File: src/rtl/vote_result_tally.sv
// Post-poll results stage: snapshots four vote counts, finds the leader one
// comparison per cycle, then rotates each candidate's count across the LEDs.
module vote_result_tally #(
  parameter int unsigned CNT_W = 8,
  parameter int unsigned DWELL = 16
) (
  input  logic             clk,
  input  logic             reset,
  input  logic             start,
  input  logic [CNT_W-1:0] vc1,
  input  logic [CNT_W-1:0] vc2,
  input  logic [CNT_W-1:0] vc3,
  input  logic [CNT_W-1:0] vc4,
  output logic             busy,
  output logic             done,
  output logic [1:0]       winner,
  output logic [CNT_W-1:0] win_count,
  output logic             tie,
  output logic             no_votes,
  output logic [7:0]       led,
  output logic [3:0]       led_sel
);

  localparam int unsigned DW_W = (DWELL > 1) ? $clog2(DWELL) : 1;
  localparam logic [DW_W-1:0] DWELL_LAST = DW_W'(DWELL - 1);
  localparam int unsigned LED_W = (CNT_W < 8) ? CNT_W : 8;

  typedef enum logic [1:0] {
    IDLE    = 2'd0,
    COMPARE = 2'd1,
    ROTATE  = 2'd2
  } state_t;

  state_t state, next_state;

  logic [CNT_W-1:0] snap [4];
  logic [1:0]       best_idx;
  logic [CNT_W-1:0] best_val;
  logic             tie_acc;
  logic [1:0]       idx;
  logic [DW_W-1:0]  dwell;
  logic [1:0]       disp;

  logic [CNT_W-1:0] cur;
  logic             cur_gt;
  logic             cur_eq;
  logic [1:0]       next_disp;
  logic             start_ok;
  logic             commit_nv;

  function automatic logic [7:0] to_led(input logic [CNT_W-1:0] v);
    logic [7:0] r;
    r = '0;
    r[LED_W-1:0] = v[LED_W-1:0];
    return r;
  endfunction

  function automatic logic [3:0] onehot(input logic [1:0] i);
    logic [3:0] r;
    r = '0;
    r[i] = 1'b1;
    return r;
  endfunction

  always_ff @(posedge clk) begin
    if (reset) state <= IDLE;
    else       state <= next_state;
  end

  always_comb begin
    next_state = state;
    start_ok   = 1'b0;
    case (state)
      IDLE: begin
        start_ok = start;
        if (start) next_state = COMPARE;
      end
      // idx wraps to 0 after candidate 4 is processed; that cycle is the commit.
      COMPARE: if (idx == 2'd0) next_state = ROTATE;
      ROTATE: begin
        start_ok = start;
        if (start) next_state = COMPARE;
      end
      default: next_state = IDLE;
    endcase
  end

  always_comb begin
    cur       = snap[idx];
    cur_gt    = cur > best_val;
    cur_eq    = cur == best_val;
    next_disp = disp + 2'd1;
    commit_nv = best_val == '0;
  end

  always_ff @(posedge clk) begin
    if (reset) begin
      for (int unsigned i = 0; i < 4; i++) snap[i] <= '0;
      best_idx  <= '0;
      best_val  <= '0;
      tie_acc   <= 1'b0;
      idx       <= '0;
      dwell     <= '0;
      disp      <= '0;
      busy      <= 1'b0;
      done      <= 1'b0;
      winner    <= '0;
      win_count <= '0;
      tie       <= 1'b0;
      no_votes  <= 1'b0;
      led       <= '0;
      led_sel   <= '0;
    end else begin
      done <= 1'b0;
      if (start_ok) begin
        snap[0]  <= vc1;
        snap[1]  <= vc2;
        snap[2]  <= vc3;
        snap[3]  <= vc4;
        best_idx <= 2'd0;
        best_val <= vc1;
        tie_acc  <= 1'b0;
        idx      <= 2'd1;
        busy     <= 1'b1;
        led      <= '0;
        led_sel  <= '0;
        dwell    <= '0;
        disp     <= '0;
      end else if (state == COMPARE) begin
        if (idx != 2'd0) begin
          if (cur_gt) begin
            best_idx <= idx;
            best_val <= cur;
            tie_acc  <= 1'b0;
          end else if (cur_eq) begin
            tie_acc <= 1'b1;
          end
          idx <= idx + 2'd1;
        end else begin
          winner    <= best_idx;
          win_count <= best_val;
          no_votes  <= commit_nv;
          tie       <= tie_acc & ~commit_nv;
          done      <= 1'b1;
          busy      <= 1'b0;
          led       <= to_led(snap[0]);
          led_sel   <= 4'b0001;
          dwell     <= '0;
          disp      <= 2'd0;
        end
      end else if (state == ROTATE) begin
        if (dwell == DWELL_LAST) begin
          dwell   <= '0;
          disp    <= next_disp;
          led     <= to_led(snap[next_disp]);
          led_sel <= onehot(next_disp);
        end else begin
          dwell <= dwell + 1'b1;
        end
      end
    end
  end

endmodule

File: config.mk
export PLATFORM = sky130hd
export DESIGN_NAME = vote_result_tally
export DESIGN_NICKNAME = d
export VERILOG_FILES = /design/src/rtl/vote_result_tally.sv
export SDC_FILE = /design/constraint.sdc
export NUM_CORES = 1
export LEC_CHECK = 0
export CAP_MARGIN = 20
export CORE_MARGIN = 2
export CORE_UTILIZATION = 49
export CTS_CLUSTER_DIAMETER = 120
export DETAILED_ROUTE_END_ITERATION = 8
export GPL_ROUTABILITY_DRIVEN = 0
export PLACE_DENSITY = 0.77
export SLEW_MARGIN = 20
export SYNTH_ARGS = -nofsm -noshare
export SYNTH_HDL_FRONTEND = slang
export SYNTH_SLANG_ARGS = --single-unit
File: constraint.sdc
create_clock -name clk -period 2.71 [get_ports clk]
set_input_delay 0.542 -clock clk [delete_from_list [all_inputs] [get_ports clk]]
set_output_delay 0.542 -clock clk [all_outputs]
set_load 0.01 [all_outputs]
# Word-level counts from Yosys, hierarchy flattened
# Memory sizes are Yosys's and may differ from the RTL's.
# Index checks and enable logic that the tools add are counted.
# W data, S select, Z words.
dict set report classes {
  add_sub_neg 3
  n_lt_le_gt_ge 3
  eq_ne 8
  muxes 44
  n_bitwise 9
  reduce_logical 24
}
# cell count
set op_table {}
lappend op_table {{$mux W8} 12}
lappend op_table {{$mux W4} 8}
lappend op_table {{$mux W1} 16}
lappend op_table {{$reduce_and A3 Y1} 5}
lappend op_table {{$reduce_bool A2 Y1} 7}
lappend op_table {{$mux W2} 6}
lappend op_table {{$reduce_and A2 Y1} 5}
lappend op_table {{$eq A8 B8 Y1} 1}
lappend op_table {{$gt A8 B8 Y1} 1}
lappend op_table {{$logic_not A8 Y1} 1}
lappend op_table {{$ne A2 B2 Y1 const B} 3}
lappend op_table {{$add A2 B1 Y2 const B} 2}
lappend op_table {{$add A4 B1 Y4 const B} 1}
lappend op_table {{$eq A4 B4 Y1 const B} 1}
lappend op_table {{$logic_not A2 Y1} 2}
lappend op_table {{$not A1 Y1} 4}
lappend op_table {{$or A1 B1 Y1} 4}
lappend op_table {{$pmux W2 S2} 1}
lappend op_table {{$reduce_or A2 Y1} 2}
lappend op_table {{$lt A2 B3 Y1 const B} 1}
lappend op_table {{$reduce_or A3 Y1} 1}
lappend op_table {{$demux W1 S2} 1}
lappend op_table {{$eq A2 B1 Y1 const B} 1}
lappend op_table {{$eq A2 B2 Y1 const B} 1}
lappend op_table {{other kinds (4)} 4}
dict set report word_totals {
  reg_bits 47
  ramBits 32
  inputBits 35
  word_cells 108
  mem_count 1
}
# memory words word_bits rd rd_ports_with_merged_regs wr line_no
set memory_table {}
lappend memory_table {snap 4 8 3 0 4 36} ;# logic [CNT_W-1:0] snap [4];

# Depth between registers and ports, before layout
dict set report depth {
  word_depth 8
  ltp_mapped 10
  depth_no_buf 8
}

# Least setup slack after synthesis
# Ideal clock, no wire load.
dict set report synth_path {
  path_type {register -> register}
  startpoint {reg idx[0]}
  endpoint {reg best_val[0]}
  setup_time_ns 0.128
  arrival_time_ns 2.443
  required_ns 2.582
  slack_ns 0.139
  path_stages_with_launch 9
  path_buffers 2
  synth_period_minus_slack_ns 2.571
  cell_sequence {dfxtp_1 buf_4 mux4_2 ha_1 and4_2 a2111oi_4 buf_6 o311a_2 nor3_2}
}
dict set report synth_via {
  elab_chain_len 5
}
# element line_no
set synth_rtl {}
lappend synth_rtl {{from (decl)} 40} ;# logic [1:0] idx;
lappend synth_rtl {{from (signal assigned)} 138} ;# idx <= idx + 2'd1;
lappend synth_rtl {{parallel branches: the longest is 5 deep, another holds $mem_v2 Z4 W8} n/a}
lappend synth_rtl {{to (signal assigned)} 121} ;# best_val <= vc1;
lappend synth_rtl {{to (signal assigned)} 133} ;# best_val <= cur;
lappend synth_rtl {{to (decl)} 38} ;# logic [CNT_W-1:0] best_val;
# Parallel ways; which one is timed is not known. The select of a mux whose other input is x is not followed.
# A chain may end at the register's enable or synchronous reset.

# Final worst setup path
dict set report layout_path {
  startpoint {reg idx[0]}
  endpoint {reg best_val[4]}
}
# Same word-level chain as after synthesis.

==> tab_implementation.tex <==
\begin{tabular}{lr}
\hline
Metric & Value \\
\hline
\multicolumn{2}{l}{\textbf{Status}} \\
Status & finished, final reports clean \\
\multicolumn{2}{l}{\textbf{Finish}} \\
Multi-input combinational cell area & 1870 µm² \\
Post-layout instance count excluding filler cells & 555 \\
Antenna Diode Count & 0 \\
Leading cell types in the layout, fill and taps excluded & clkdlybuf4s50\_1 (60), nand2\_1 (46), dfxtp\_1 (45) \\
Area added between synthesis and finish & 25.9\% \\
Register Area & 1900 µm² \\
Most frequent standard cell in the layout excluding fill and tap cells & clkdlybuf4s50\_1 \\
Fraction of final layout cells sized beyond drive strength 1 & 12.6\% \\
Final net count & 500 \\
Number of fillers in the final layout & 629 \\
\multicolumn{2}{l}{\textbf{Placement}} \\
Setup slack after placement & 36.8 ps \\
PortBufs & 60 \\
Cell count after placement & 539 \\
HPWL after DPL & 6480 µm \\
\multicolumn{2}{l}{\textbf{CTS}} \\
H-tree levels & 3 \\
Clock input transition at the sequential cells of the worst setup and hold paths & 80 ps \\
Maximum buffer depth of the clock tree & 2 \\
Inserted Clock Buffers & 9 \\
Number of clock sinks seen by CTS & 79 \\
Clock Tree Root & clkbuf\_8 \\
Clock latency at the later pin of the worst-skew pair & 370 ps \\
CTS tree & built \\
\multicolumn{2}{l}{\textbf{Logic synthesis}} \\
Number of different library cells in the post-synthesis netlist & 47 \\
Number of synthesized flops with an enable pin & 32 \\
Net Count, Synth & 437 \\
Flip-flop cell with the highest count after synthesis & dfxtp\_1 \\
Yosys reg bits & 79 \\
Total number of yosys warnings & 0 \\
Ys async rst share & 0\% \\
Portion of synthesized cell area occupied by the leading cell type & 24.6\% \\
Ranking of synthesized cells by area & edfxtp\_1 (25\%), dfxtp\_1 (24\%), and2\_1 (5.4\%), ha\_1 (5.4\%), mux4\_2 (4.6\%) \\
Synthesized area per cell & 10.1 µm² \\
Number of standard cells after synthesis & 385 \\
Biggest area consumer among synthesized cells & edfxtp\_1 \\
Part of the Yosys area used for sequential elements & 48.7\% \\
Synthesized area & 3910 µm² \\
\multicolumn{2}{l}{\textbf{Floorplan}} \\
Height of the die & 93.3 µm \\
Chip width & 93.3 µm \\
Core outline area & 7730 µm² \\
Number of core rows & 32 \\
Starting density of the core & 50.6\% \\
Total I/O pin count & 61 \\
Die outline area & 8700 µm² \\
\multicolumn{2}{l}{\textbf{Critical path}} \\
Max stage delay on crit path & 540 ps \\
Worst path required time & 2960 ps \\
Worst Setup Path Type & reg -> reg \\
Crit path max-delay cell type & mux4\_2 \\
Crit. End Element & flip-flop \\
Arrival @ worst endpoint & 2860 ps \\
Critical path startpoint category & flip-flop \\
Worst-path cell chain & buf\_12 > mux4\_2 > ha\_4 > nor2b\_4 > o211ai\_2 > a2111oi\_4 > buf\_4 > o311a\_1 > a211oi\_1 \\
Maximum fanout along the worst path & 7 \\
\multicolumn{2}{l}{\textbf{Hold path}} \\
Hold Crit Class & reg -> reg \\
\multicolumn{2}{l}{\textbf{STA}} \\
Fmax & 383 MHz \\
Slew headroom & 60.4\% \\
Setup WS post-layout & 100 ps \\
Final max-slew violation count & 0 \\
Final setup violation count & 0 \\
Clock tree skew after final layout & 11.2 ps \\
Final critical path time including I/O delays and setup & 2610 ps \\
Least-Margin Pin Slew & 595 ps \\
Number of hold violations in the final report & 0 \\
Unrepaired setup endpoints after global routing & no \\
Total Neg Setup Slack & 0 ps \\
Share of the clock period used by the worst path & 96.3\% \\
Worst hold-check slack & 454 ps \\
\multicolumn{2}{l}{\textbf{Power}} \\
Static Leak & 1.82 nW \\
Sum of internal, switching and leakage power & 3.07 mW \\
P per Cell Area & 625 nW/µm² \\
Max IR drop VDD & 0.301 mV \\
\multicolumn{2}{l}{\textbf{Routing}} \\
Starting DRC count in detailed routing & 180 \\
Detailed-routing iteration count for the pre-antenna-repair pass & 5 \\
Vias per cell & 5.70 \\
Final ANT Viol Nets & 0 \\
WL final & 8890 µm \\
Number of vias after detailed routing & 3161 \\
Average detailed-routed wire length per instance & 16.0 µm \\
Drt drc & 0 \\
\multicolumn{2}{l}{\textbf{GRT}} \\
Antenna violations before repair & 0 \\
GR Overflow Total & 0 \\
Global-route wire length before repair & 14300 µm \\
GRT Overall Usage & 21.7\% \\
Pin count of the biggest net entering global routing & 33 \\
Via count of the first global-routing pass & 3008 \\
\multicolumn{2}{l}{\textbf{Flow run}} \\
Max-capacitance violation count & 0 \\
\hline
\end{tabular}
[cells in the mapped netlist (all sizes together) (2+ instances only)]
library cell and n:
a211oi 13, a21oi 31, a22oi 5, and2 35, buf 11, clkbuf 11, dfxtp 47, edfxtp 32
ha 17, inv 17, mux2i 9, mux4 8, nand2 46, nand2b 4, nand3 3, nand4 2
nor2 41, nor2b 4, nor3 8, nor4 4, o211ai 2, o21a 2, o21ai 7, o22ai 7
o311a 8
[kinds of logic after synthesis]
| group | after synthesis | synth area share, % |
|---|---|---|
| simple gates | 151 | 19.4 |
| compound gates | 79 | 14.3 |
| flops | 79 | 48.7 |
| buf+inv | 39 | 4.58 |
| mux | 18 | 7.21 |
| fa+ha+maj | 17 | 5.45 |
| xor+xnor | 2 | 0.449 |
[stage by stage]
stage | utilization [%] | area [µm²]
after floorplan | - | 3910
after global placement | 60.4 | 4660
after detailed placement | 60.4 | 4660
after CTS | 63.1 | 4880
after global routing | 63.7 | 4920
final | 63.7 | 4920
[flip-flops by register name, indices dropped and copies added, names as in the netlist, 2 cells and up]
register and flops:
led 8, best_idx 2, win_count 8, winner 2
disp 2, state 2, dwell 4, best_val 8
idx 2, led_sel 4, snap 32
[critical path: cells and delay by family (launching register included)]
family	cells	cell delay (ps)
simple gates	1	130
compound gates	4	790
flops	1	350
buf+inv	2	370
fa+ha+maj	1	300
mux	1	540
[worst paths after layout]
kind | startpoint | endpoint | slack [ps] | depth (start not counted)
hold reg to reg | win_count[4]$_SDFFE_PP0P_ | win_count[4]$_SDFFE_PP0P_ | 450 | 2
hold / removal | win_count[4]$_SDFFE_PP0P_ | win_count[4]$_SDFFE_PP0P_ | 450 | 2
setup reg to reg | idx[0]$_SDFFE_PP0P_ | best_val[4]$_SDFFE_PP0P_ | 100 | 9
setup / recovery | idx[0]$_SDFFE_PP0P_ | best_val[4]$_SDFFE_PP0P_ | 100 | 9
[repair_timing]
action                                 CTS  global route
resized for setup                        0             8
setup endpoints to repair                0             8
endpoints found under the hold margin    0             0
setup buffers                            0             0
hold buffers                             0             0
[report_power, final]
| part | internal [mW] | total [mW] | switching (mW) |
|---|---|---|---|
| sequential | 1.35 | 1.41 | 0.0648 |
| clock | 0.515 | 0.944 | 0.428 |
| combinational | 0.337 | 0.718 | 0.381 |
| total | 2.20 | 3.07 | 0.874 |
[layer usage]
metal | global-route usage [%] | wire (µm) | vias up
met5 | 0 | 0 | -
met4 | 11.0 | 290 | 0
met3 | 5.88 | 577 | 26
met2 | 36.6 | 4480 | 125
met1 | 25.2 | 3540 | 1520
li1 | - | - | 1490
[cell type report]
class / instances / area share, %
Sequential cell: 79 / 38.7
Multi-Input combinational cell: 267 / 38.0
Timing Repair Buffer: 74 / 15.1
Clock buffer: 10 / 2.59
Tap cell: 102 / 2.59
Clock inverter: 6 / 1.73
Inverter: 17 / 1.30
Note: power is estimated with default switching activity, not from simulation.
